[config.mk]
export PLATFORM = sky130hd
export DESIGN_NAME = mem_access_stage
export DESIGN_NICKNAME = d
export VERILOG_FILES = /design/src/rtl/mips_pkg.sv /design/src/rtl/mem_lane_align.sv /design/src/rtl/mem_access_stage.sv
export SDC_FILE = /design/constraint.sdc
export NUM_CORES = 1
export LEC_CHECK = 0
export BUFFER_PORTS_ARGS = -buffer_cell sky130_fd_sc_hd__buf_2
export CAP_MARGIN = 15
export CELL_PAD_IN_SITES_DETAIL_PLACEMENT = 0
export CELL_PAD_IN_SITES_GLOBAL_PLACEMENT = 1
export CORE_AREA = 2 2 145 147
export DETAILED_ROUTE_END_ITERATION = 16
export DIE_AREA = 0 0 147 149
export GPL_ROUTABILITY_DRIVEN = 0
export PLACE_DENSITY_LB_ADDON = 0.1
export SYNTH_ARGS = -nofsm -noshare
export SYNTH_HDL_FRONTEND = slang
export SYNTH_SLANG_ARGS = --single-unit
[constraint.sdc]
create_clock -name clk -period 1.8 [get_ports clk]
set_clock_uncertainty 0.15 [all_clocks]
set_input_delay 0.18 -clock clk [delete_from_list [all_inputs] [get_ports clk]]
set_output_delay 0.18 -clock clk [all_outputs]
set_load 0.02 [all_outputs]
[src/rtl/mips_pkg.sv]
`default_nettype none
// +----------------------------------------------------------------------+
// | mips_pkg : shared encodings for the MIPS MEM stage                   |
// | Rev 1.0  : initial release                                           |
// +----------------------------------------------------------------------+
package mips_pkg;

    localparam logic [1:0] MEM_BYTE = 2'b00;
    localparam logic [1:0] MEM_HALF = 2'b01;
    localparam logic [1:0] MEM_WORD = 2'b10;
    localparam logic [1:0] MEM_RSVD = 2'b11;

    typedef enum logic [0:0] {
        IDLE = 1'b0,
        WAIT = 1'b1
    } mem_state_e;

endpackage
`default_nettype wire

[src/rtl/mem_lane_align.sv]
`default_nettype none
// +----------------------------------------------------------------------+
// | mem_lane_align : byte enables, store replication, load extend, align |
// | Rev 1.0        : initial release                                     |
// +----------------------------------------------------------------------+
module mem_lane_align
    import mips_pkg::*;
(
    input  logic [1:0]  size_i,
    input  logic        signed_i,
    input  logic [1:0]  addr_lo_i,
    input  logic [31:0] wdata_i,
    input  logic [31:0] rdata_i,
    output logic [3:0]  be_o,
    output logic [31:0] wdata_o,
    output logic [31:0] rdata_o,
    output logic        misalign_o
);

    logic [7:0]  w_rd_byte;
    logic [15:0] w_rd_half;

    always_comb begin
        w_rd_byte  = rdata_i[8*addr_lo_i +: 8];
        w_rd_half  = addr_lo_i[1] ? rdata_i[31:16] : rdata_i[15:0];
        be_o       = 4'b0000;
        wdata_o    = wdata_i;
        rdata_o    = rdata_i;
        misalign_o = 1'b0;
        case (size_i)
            MEM_BYTE: begin
                be_o    = 4'b0001 << addr_lo_i;
                wdata_o = {4{wdata_i[7:0]}};
                rdata_o = {{24{signed_i & w_rd_byte[7]}}, w_rd_byte};
            end
            MEM_HALF: begin
                be_o       = addr_lo_i[1] ? 4'b1100 : 4'b0011;
                wdata_o    = {2{wdata_i[15:0]}};
                rdata_o    = {{16{signed_i & w_rd_half[15]}}, w_rd_half};
                misalign_o = addr_lo_i[0];
            end
            MEM_WORD: begin
                be_o       = 4'b1111;
                misalign_o = |addr_lo_i;
            end
            default: begin
                misalign_o = 1'b1;
            end
        endcase
    end

endmodule
`default_nettype wire

[src/rtl/mem_access_stage.sv]
`default_nettype none
// +----------------------------------------------------------------------+
// | mem_access_stage : MIPS MEM stage with req/ack data-memory access    |
// | Rev 1.0          : initial release                                   |
// +----------------------------------------------------------------------+
module mem_access_stage
    import mips_pkg::*;
(
    input  logic        clk,
    input  logic        rst_n,
    input  logic        ValidIn,
    input  logic        RegWriteIn,
    input  logic        MemtoRegIn,
    input  logic        MemWriteIn,
    input  logic        MemReadIn,
    input  logic [1:0]  MemSizeIn,
    input  logic        MemSignedIn,
    input  logic [31:0] ALUResultIn,
    input  logic [4:0]  WriteRegIn,
    input  logic [31:0] WriteDataIn,
    output logic        Stall,
    output logic        mem_req,
    output logic        mem_we,
    output logic [31:0] mem_addr,
    output logic [3:0]  mem_be,
    output logic [31:0] mem_wdata,
    input  logic [31:0] mem_rdata,
    input  logic        mem_ack,
    output logic        ValidOut,
    output logic        RegWriteOut,
    output logic        MemtoRegOut,
    output logic [31:0] ALUResultOut,
    output logic [31:0] ReadDataOut,
    output logic [4:0]  WriteRegOut,
    output logic        AddrErr
);

    mem_state_e  state_q;
    logic        regwrite_q;
    logic        memtoreg_q;
    logic [1:0]  size_q;
    logic        signed_q;
    logic [31:0] alu_q;
    logic [4:0]  wreg_q;

    logic        w_in_wait;
    logic        w_is_mem;
    logic        w_start;
    logic        w_err;
    logic [1:0]  w_size;
    logic        w_signed;
    logic [1:0]  w_addr_lo;
    logic [3:0]  w_be;
    logic [31:0] w_wdata;
    logic [31:0] w_rdata;
    logic        w_misalign;
    logic [31:0] read_data_d;

    // While waiting, the lane logic works on the latched access so the
    // load extraction matches the request that is actually on the bus.
    assign w_in_wait = (state_q == WAIT);
    assign w_size    = w_in_wait ? size_q      : MemSizeIn;
    assign w_signed  = w_in_wait ? signed_q    : MemSignedIn;
    assign w_addr_lo = w_in_wait ? alu_q[1:0]  : ALUResultIn[1:0];

    mem_lane_align u_align (
        .size_i     (w_size),
        .signed_i   (w_signed),
        .addr_lo_i  (w_addr_lo),
        .wdata_i    (WriteDataIn),
        .rdata_i    (mem_rdata),
        .be_o       (w_be),
        .wdata_o    (w_wdata),
        .rdata_o    (w_rdata),
        .misalign_o (w_misalign)
    );

    assign w_is_mem    = ValidIn & (MemReadIn | MemWriteIn);
    assign w_start     = w_is_mem & ~w_misalign;
    assign w_err       = w_is_mem & w_misalign;
    assign read_data_d = mem_we ? 32'h0 : w_rdata;
    assign Stall       = rst_n & (w_in_wait ? ~mem_ack : w_start);

    always_ff @(posedge clk) begin
        if (!rst_n) begin
            state_q      <= IDLE;
            mem_req      <= 1'b0;
            mem_we       <= 1'b0;
            mem_addr     <= 32'h0;
            mem_be       <= 4'b0000;
            mem_wdata    <= 32'h0;
            regwrite_q   <= 1'b0;
            memtoreg_q   <= 1'b0;
            size_q       <= MEM_BYTE;
            signed_q     <= 1'b0;
            alu_q        <= 32'h0;
            wreg_q       <= 5'd0;
            ValidOut     <= 1'b0;
            RegWriteOut  <= 1'b0;
            MemtoRegOut  <= 1'b0;
            ALUResultOut <= 32'h0;
            ReadDataOut  <= 32'h0;
            WriteRegOut  <= 5'd0;
            AddrErr      <= 1'b0;
        end else begin
            // Bubble toward write-back unless a result retires below.
            ValidOut     <= 1'b0;
            RegWriteOut  <= 1'b0;
            MemtoRegOut  <= 1'b0;
            ALUResultOut <= 32'h0;
            ReadDataOut  <= 32'h0;
            WriteRegOut  <= 5'd0;
            AddrErr      <= 1'b0;
            case (state_q)
                IDLE: begin
                    if (w_start) begin
                        state_q    <= WAIT;
                        mem_req    <= 1'b1;
                        mem_we     <= MemWriteIn;
                        mem_addr   <= {ALUResultIn[31:2], 2'b00};
                        mem_be     <= w_be;
                        mem_wdata  <= w_wdata;
                        regwrite_q <= RegWriteIn;
                        memtoreg_q <= MemtoRegIn;
                        size_q     <= MemSizeIn;
                        signed_q   <= MemSignedIn;
                        alu_q      <= ALUResultIn;
                        wreg_q     <= WriteRegIn;
                    end else if (ValidIn) begin
                        ValidOut     <= 1'b1;
                        RegWriteOut  <= RegWriteIn & ~w_err;
                        MemtoRegOut  <= MemtoRegIn;
                        ALUResultOut <= ALUResultIn;
                        WriteRegOut  <= WriteRegIn;
                        AddrErr      <= w_err;
                    end
                end
                WAIT: begin
                    if (mem_ack) begin
                        state_q      <= IDLE;
                        mem_req      <= 1'b0;
                        mem_we       <= 1'b0;
                        ValidOut     <= 1'b1;
                        RegWriteOut  <= regwrite_q;
                        MemtoRegOut  <= memtoreg_q;
                        ALUResultOut <= alu_q;
                        ReadDataOut  <= read_data_d;
                        WriteRegOut  <= wreg_q;
                    end
                end
                default: begin
                    state_q <= IDLE;
                end
            endcase
        end
    end

endmodule
`default_nettype wire
# --- Word level (Yosys, flattened, before mapping) ---
# Cells that the tools add are included.
op_classes:
  eq_ne: 4
  shift: 2
  mux: 38
  bitwise: 14
  reduce_logical: 6
op_table:
  columns: ["op", "count"]
  rows:
  - ["$pmux 32 s2", 3]
  - ["$mux 32", 3]
  - ["$shiftx 32x6->8", 1]
  - ["$mux 1", 16]
  - ["$mux 16", 1]
  - ["$mux 5", 3]
  - ["$pmux 1 s2", 6]
  - ["$pmux 4 s3", 1]
  - ["$pmux 5 s2", 1]
  - ["$reduce_or 4->1", 2]
  - ["$and 1x1->1", 7]
  - ["$not 1->1", 6]
  - ["$mux 2", 2]
  - ["$mux 4", 1]
  - ["$ne 2x2->1 const B", 2]
  - ["$reduce_and 2->1", 2]
  - ["$shl 1x2->4 const A", 1]
  - ["$pmux 1 s3", 1]
  - ["$eq 2x1->1 const B", 1]
  - ["$eq 2x2->1 const B", 1]
  - ["$logic_not 2->1", 1]
  - ["$reduce_or 2->1", 1]
  - ["$or 1x1->1", 1]
totals:
  reg_bits: 184
  output_inout_bits: 144
  word_cells: 83

# --- Depth between registers and ports, before layout ---
logic_depth:
  ltp_word: 9
  mapped_depth: 9

# --- Modules after synthesis ---
# A second synthesis with hierarchy kept.
unflattened:
  hier_cells: 740
  hier_area_um2: 6941.7
by_module_without_submodules:
  columns: ["mod", "instances", "cells_each", "area_per_inst_um2"]
  rows:
  - ["mem_access_stage", 1, 553, 5759.3]
  - ["mem_lane_align", 1, 187, 1182.4]

# --- Worst setup path before layout ---
# OpenSTA, ideal clock, no wires.
synth_path:
  path_kind: "reg-to-output"
  start: "register state_q"
  end: "output port Stall"
  arrival_ps: 1884
  setup_slack_ps: -414
  path_stages_with_launch: 7
  n_path_buf: 2
  path_cell_list: "dfxtp_1 -> buf_6 -> mux2i_2 -> nand2_1 -> a21bo_2 -> clkbuf_1 -> a21boi_0"
synth_via:
  elab_chain_len: 7
  elab_cells_between_ends: 11
  cone_classes: "eq/ne (2); mux (4); bitwise (3); reduce/logical (2)"
synth_lines:
  columns: ["element", "line", "source"]
  rows:
  - ["from (decl)", "mem_access_stage.sv:38", "mem_state_e state_q;"]
  - ["from (signal assigned)", "mem_access_stage.sv:86", "state_q <= IDLE;"]
  - ["from (signal assigned)", "mem_access_stage.sv:117", "state_q <= WAIT;"]
  - ["from (signal assigned)", "mem_access_stage.sv:140", "state_q <= IDLE;"]
  - ["$mux 2 (on tied branches)", "mem_access_stage.sv:62, mem_access_stage.sv:64", null]
  - ["$eq 2x2->1 (tied with other cells)", "mem_lane_align.sv:30", "case (size_i)"]
  - ["$pmux 1 s3", "mem_lane_align.sv:30", null]
  - ["$not 1->1", "mem_access_stage.sv:79", "assign w_start = w_is_mem & ~w_misalign;"]
  - ["$and 1x1->1", "mem_access_stage.sv:79", null]
  - ["$mux 1 (*)", "mem_access_stage.sv:82", "assign Stall = rst_n & (w_in_wait ? ~mem_ack : w_start);"]
  - ["$and 1x1->1 (*)", "mem_access_stage.sv:82", null]
  - ["to (decl)", "mem_access_stage.sv:21", "output logic Stall,"]
# Mark *: on every way between the ends. The rest lies on a longest branch, timed or not.

# --- Worst setup path in the final report ---
# Same ends and word-level chain as after synthesis.

==> reports/metrics.yaml <==
timing:
  final.setup.worst_slack_ns: -0.357
  setup_viol: 152
  final-hold-violation-count: 0
  period_share: 1.20
  fin_crit_ns: 2.16
  drv_slew: 0
  fmax_ghz: 0.464
  maxSlewHeadroom: 0.662
  worst_pin_slew_ns: 0.507
  rsz0062_at_grt: "true"
logic_synthesis:
  ys_types: 48
  async_flop_share: 0
  synth-edff-count: 0
  synthTopCellsByArea: "dfxtp_1, nand3_1, nand2_1, a22o_1, buf_4"
  avgSynthCellArea_sq_um: 8.95
  synth_mux_area_frac: 0.0419
  synth_simple_gate_area_frac: 0.199
  synth_compound_area_frac: 0.179
  yosysTopAreaCell: "dfxtp_1"
  synth-seq-cells: 154
  synth_top_family_by_area: "simple AND/OR/NAND/NOR gates"
  syn_area_sq_um: 6250
  synth.top_cell.area_share: 0.493
  synth-xor-area-share: 0
  ys.flop_type: "dfxtp_1"
  yosysSeqAreaShare: 0.493
  synth_adder_area_share: 0
  ys.warnings.count: 0
  netlist_instances: 698
place:
  dp.cells: 1187
  post-place-ws_ns: -0.208
  place.port_buffers: 253
  dp_hpwl_um: 14100
worst_setup_path:
  worstPathMaxFanout: 8
  arrival_ns: 1.83
  critPathCaptureType: "output port"
  critPathMaxStageDelay_ns: 0.42
  crit_path_cell_trace: "mux2i_4, o31ai_4, a21bo_4, a21boi_4, buf_6"
  reg2reg_slack_ns: -0.31
  worstPathRequired_ns: 1.47
  path_class: "reg -> out"
  cp_slowest_cell: "dfxtp_4"
  crit_path_start_kind: "flop"
final_layout:
  fillCellCount: 1973
  seqCellArea_sq_um: 3090
  area_delta_synth_final_pct: 65.8
  finalNonFillerCells: 1356
  nets: 1178
  multiInputGateArea_sq_um: 3040
  drive_gt1_frac: 0.413
worst_hold_path:
  hold_path_class: "in -> reg"
routing:
  routedWlPerCell_um: 16.0
  ant_nets: 0
  route.vias.total: 6473
  first_pass_iters: 5
  drc: 0
  wl_um: 21700
  drtIter0Drc: 231
  post_drt_via_cell_ratio: 4.77
pwr:
  p_clk_frac: 0.373
  netSwitchingFraction: 0.303
  vdd_drop_max_v: 0.000616
  p_leak_nw: 5.01
  power.density_nw_per_um2: 885
  pwr-share-seq: 0.404
  power_switching_w: 0.00278
  p_int_w: 0.00638
  p_comb_frac: 0.222
grt:
  grt_pass1_wl_um: 33100
  gr-usage-all-layers: 0.190
  antenna_found_initial: 3
  grt_max_degree: 52
  overflow: 0
  grt_pass1_vias: 6347
status:
  status: "finished with violations"
  violations: "setup timing"
floorplan:
  dieWidth_um: 147
  pin_count: 256
  rows: 53
  start_util: 0.304
  dieArea_sq_um: 21900
  die_y_um: 149
  coreArea_sq_um: 20600
job:
  max_cap_viol_count: 0
clock_tree:
  cts_buffers: 17
  cts_max_level: 4
  tritoncts: "done"
  insertion_delay_ns: 0.42
  clock_sinks: 154
  clk_pin_slew_ns: 0.07
  clock-root-buffer: "clkbuf_16"
  cts_buffer_depth: 2
## per-layer routing
layer,track usage,up-vias,routed length [um]
li1,-,3202,-
met1,0.237,3064,9630
met2,0.317,187,10300
met3,0.0618,16,1560
met4,0.0529,4,234
met5,0,-,24
## stage by stage
step | util | setup TNS [ns] | total power [W] | cell area, sq um | hold WS (ns)
5_1_grt | 0.503 | -42.39 | 0.00958 | 10300 | 0.0574
3_3_place_gp | 0.391 | -18.76 | 0.00532 | 8030 | 0.248
3_5_place_dp | 0.391 | -22.70 | 0.00534 | 8030 | 0.254
6_report | 0.504 | -28.40 | 0.00916 | 10400 | 0.0426
4_1_cts | 0.494 | -28.80 | 0.00919 | 10200 | 0.0331
2_1_floorplan | - | -2.56 | 0.00477 | 6530 | 0.140
## Yosys cell counts (4+ instances only)
cell,number
a21oi_1,37
a22o_1,39
a22oi_1,14
and3_1,8
buf_1,8
buf_2,17
buf_4,39
clkbuf_1,28
dfxtp_1,154
mux2i_1,20
nand2_1,122
nand3_1,112
nor2_1,12
nor3_1,4
o2111ai_1,8
o211a_1,8
o21ai_0,15
o221ai_1,7
o22ai_1,7
## power by group through the flow
stage	Sequential (W)	Combinational, W	Clock [W]
finish	0.00371	0.00203	0.00342
global route	0.00373	0.00219	0.00366
CTS	0.00371	0.00197	0.00351
detailed placement	0.00378	0.00156	0
global placement	0.00378	0.00154	0
floorplan	0.00393	0.000845	0
## final cells by class
cell class                      count  share of cell area
Multi-Input combinational cell    451               0.293
Sequential cell                   154               0.298
Tap cell                          275              0.0332
Clock inverter                     15              0.0126
Timing Repair Buffer              442               0.321
Clock buffer                       17              0.0411
Antenna cell                        2            0.000483
## critical path, delay by kind of cell (launching register included)
kind                   cells  cell delay, ns
AOI/OAI and AO/OA          3            0.48
DFF                        1            0.42
muxes                      1            0.35
buffers and inverters      1            0.14
## sequential cells by signal, summed over array words and instances, names as in the netlist
register,count
size_q,2
MemtoRegOut,1
alu_q,32
mem_we,1
WriteRegOut,5
ReadDataOut,32
mem_be,4
ValidOut,1
mem_req,1
RegWriteOut,1
wreg_q,5
regwrite_q,1
mem_wdata,32
state_q,1
AddrErr,1
signed_q,1
ALUResultOut,32
memtoreg_q,1
## kinds of logic after synthesis
family,count (synthesis)
AO/OA/AOI/OAI,152
buffers and inverters,94
multiplexers,25
other,1
flip-flops,154
AND/OR/NAND/NOR,272
## placed cells by master (no fill, tap or decap), drive strengths merged, types with 2 or more instances in the layout
| cell | n |
|---|---|
| o211a | 8 |
| nor3 | 5 |
| nor2 | 12 |
| and3 | 8 |
| a21oi | 37 |
| nand3 | 112 |
| clkinvlp | 2 |
| o2111ai | 8 |
| diode | 2 |
| o221a | 2 |
| a22o | 39 |
| buf | 328 |
| a22oi | 14 |
| conb | 2 |
| bufbuf | 4 |
| mux2i | 22 |
| o31ai | 2 |
| inv | 7 |
| dlygate4sd3 | 109 |
| nand3b | 2 |
| o21ai | 17 |
| mux2 | 3 |
| o22ai | 7 |
| o221ai | 7 |
| nor3b | 2 |
| nand2 | 122 |
| clkinv | 6 |
| dfxtp | 154 |
| clkbuf | 18 |
| a21boi | 5 |
| nand2b | 3 |
## what timing repair did
item	in CTS	in global routing
hold buffers	109	0
buffers inserted	11	8
hold endpoints to repair	145	0
setup endpoints to repair	151	153
cloned	8	1
pin swaps	8	30
resized for setup	43	28
## final timing paths
check	cells after the start	to	startpoint
hold reg to reg	2	mem_wdata[0]	mem_wdata[0]
setup reg to reg	10	mem_wdata[3]	state_q
setup / recovery	5	Stall	state_q
hold / removal	3	ALUResultOut[1]	ALUResultIn[1]
Note: power is estimated with default switching activity, not from simulation.
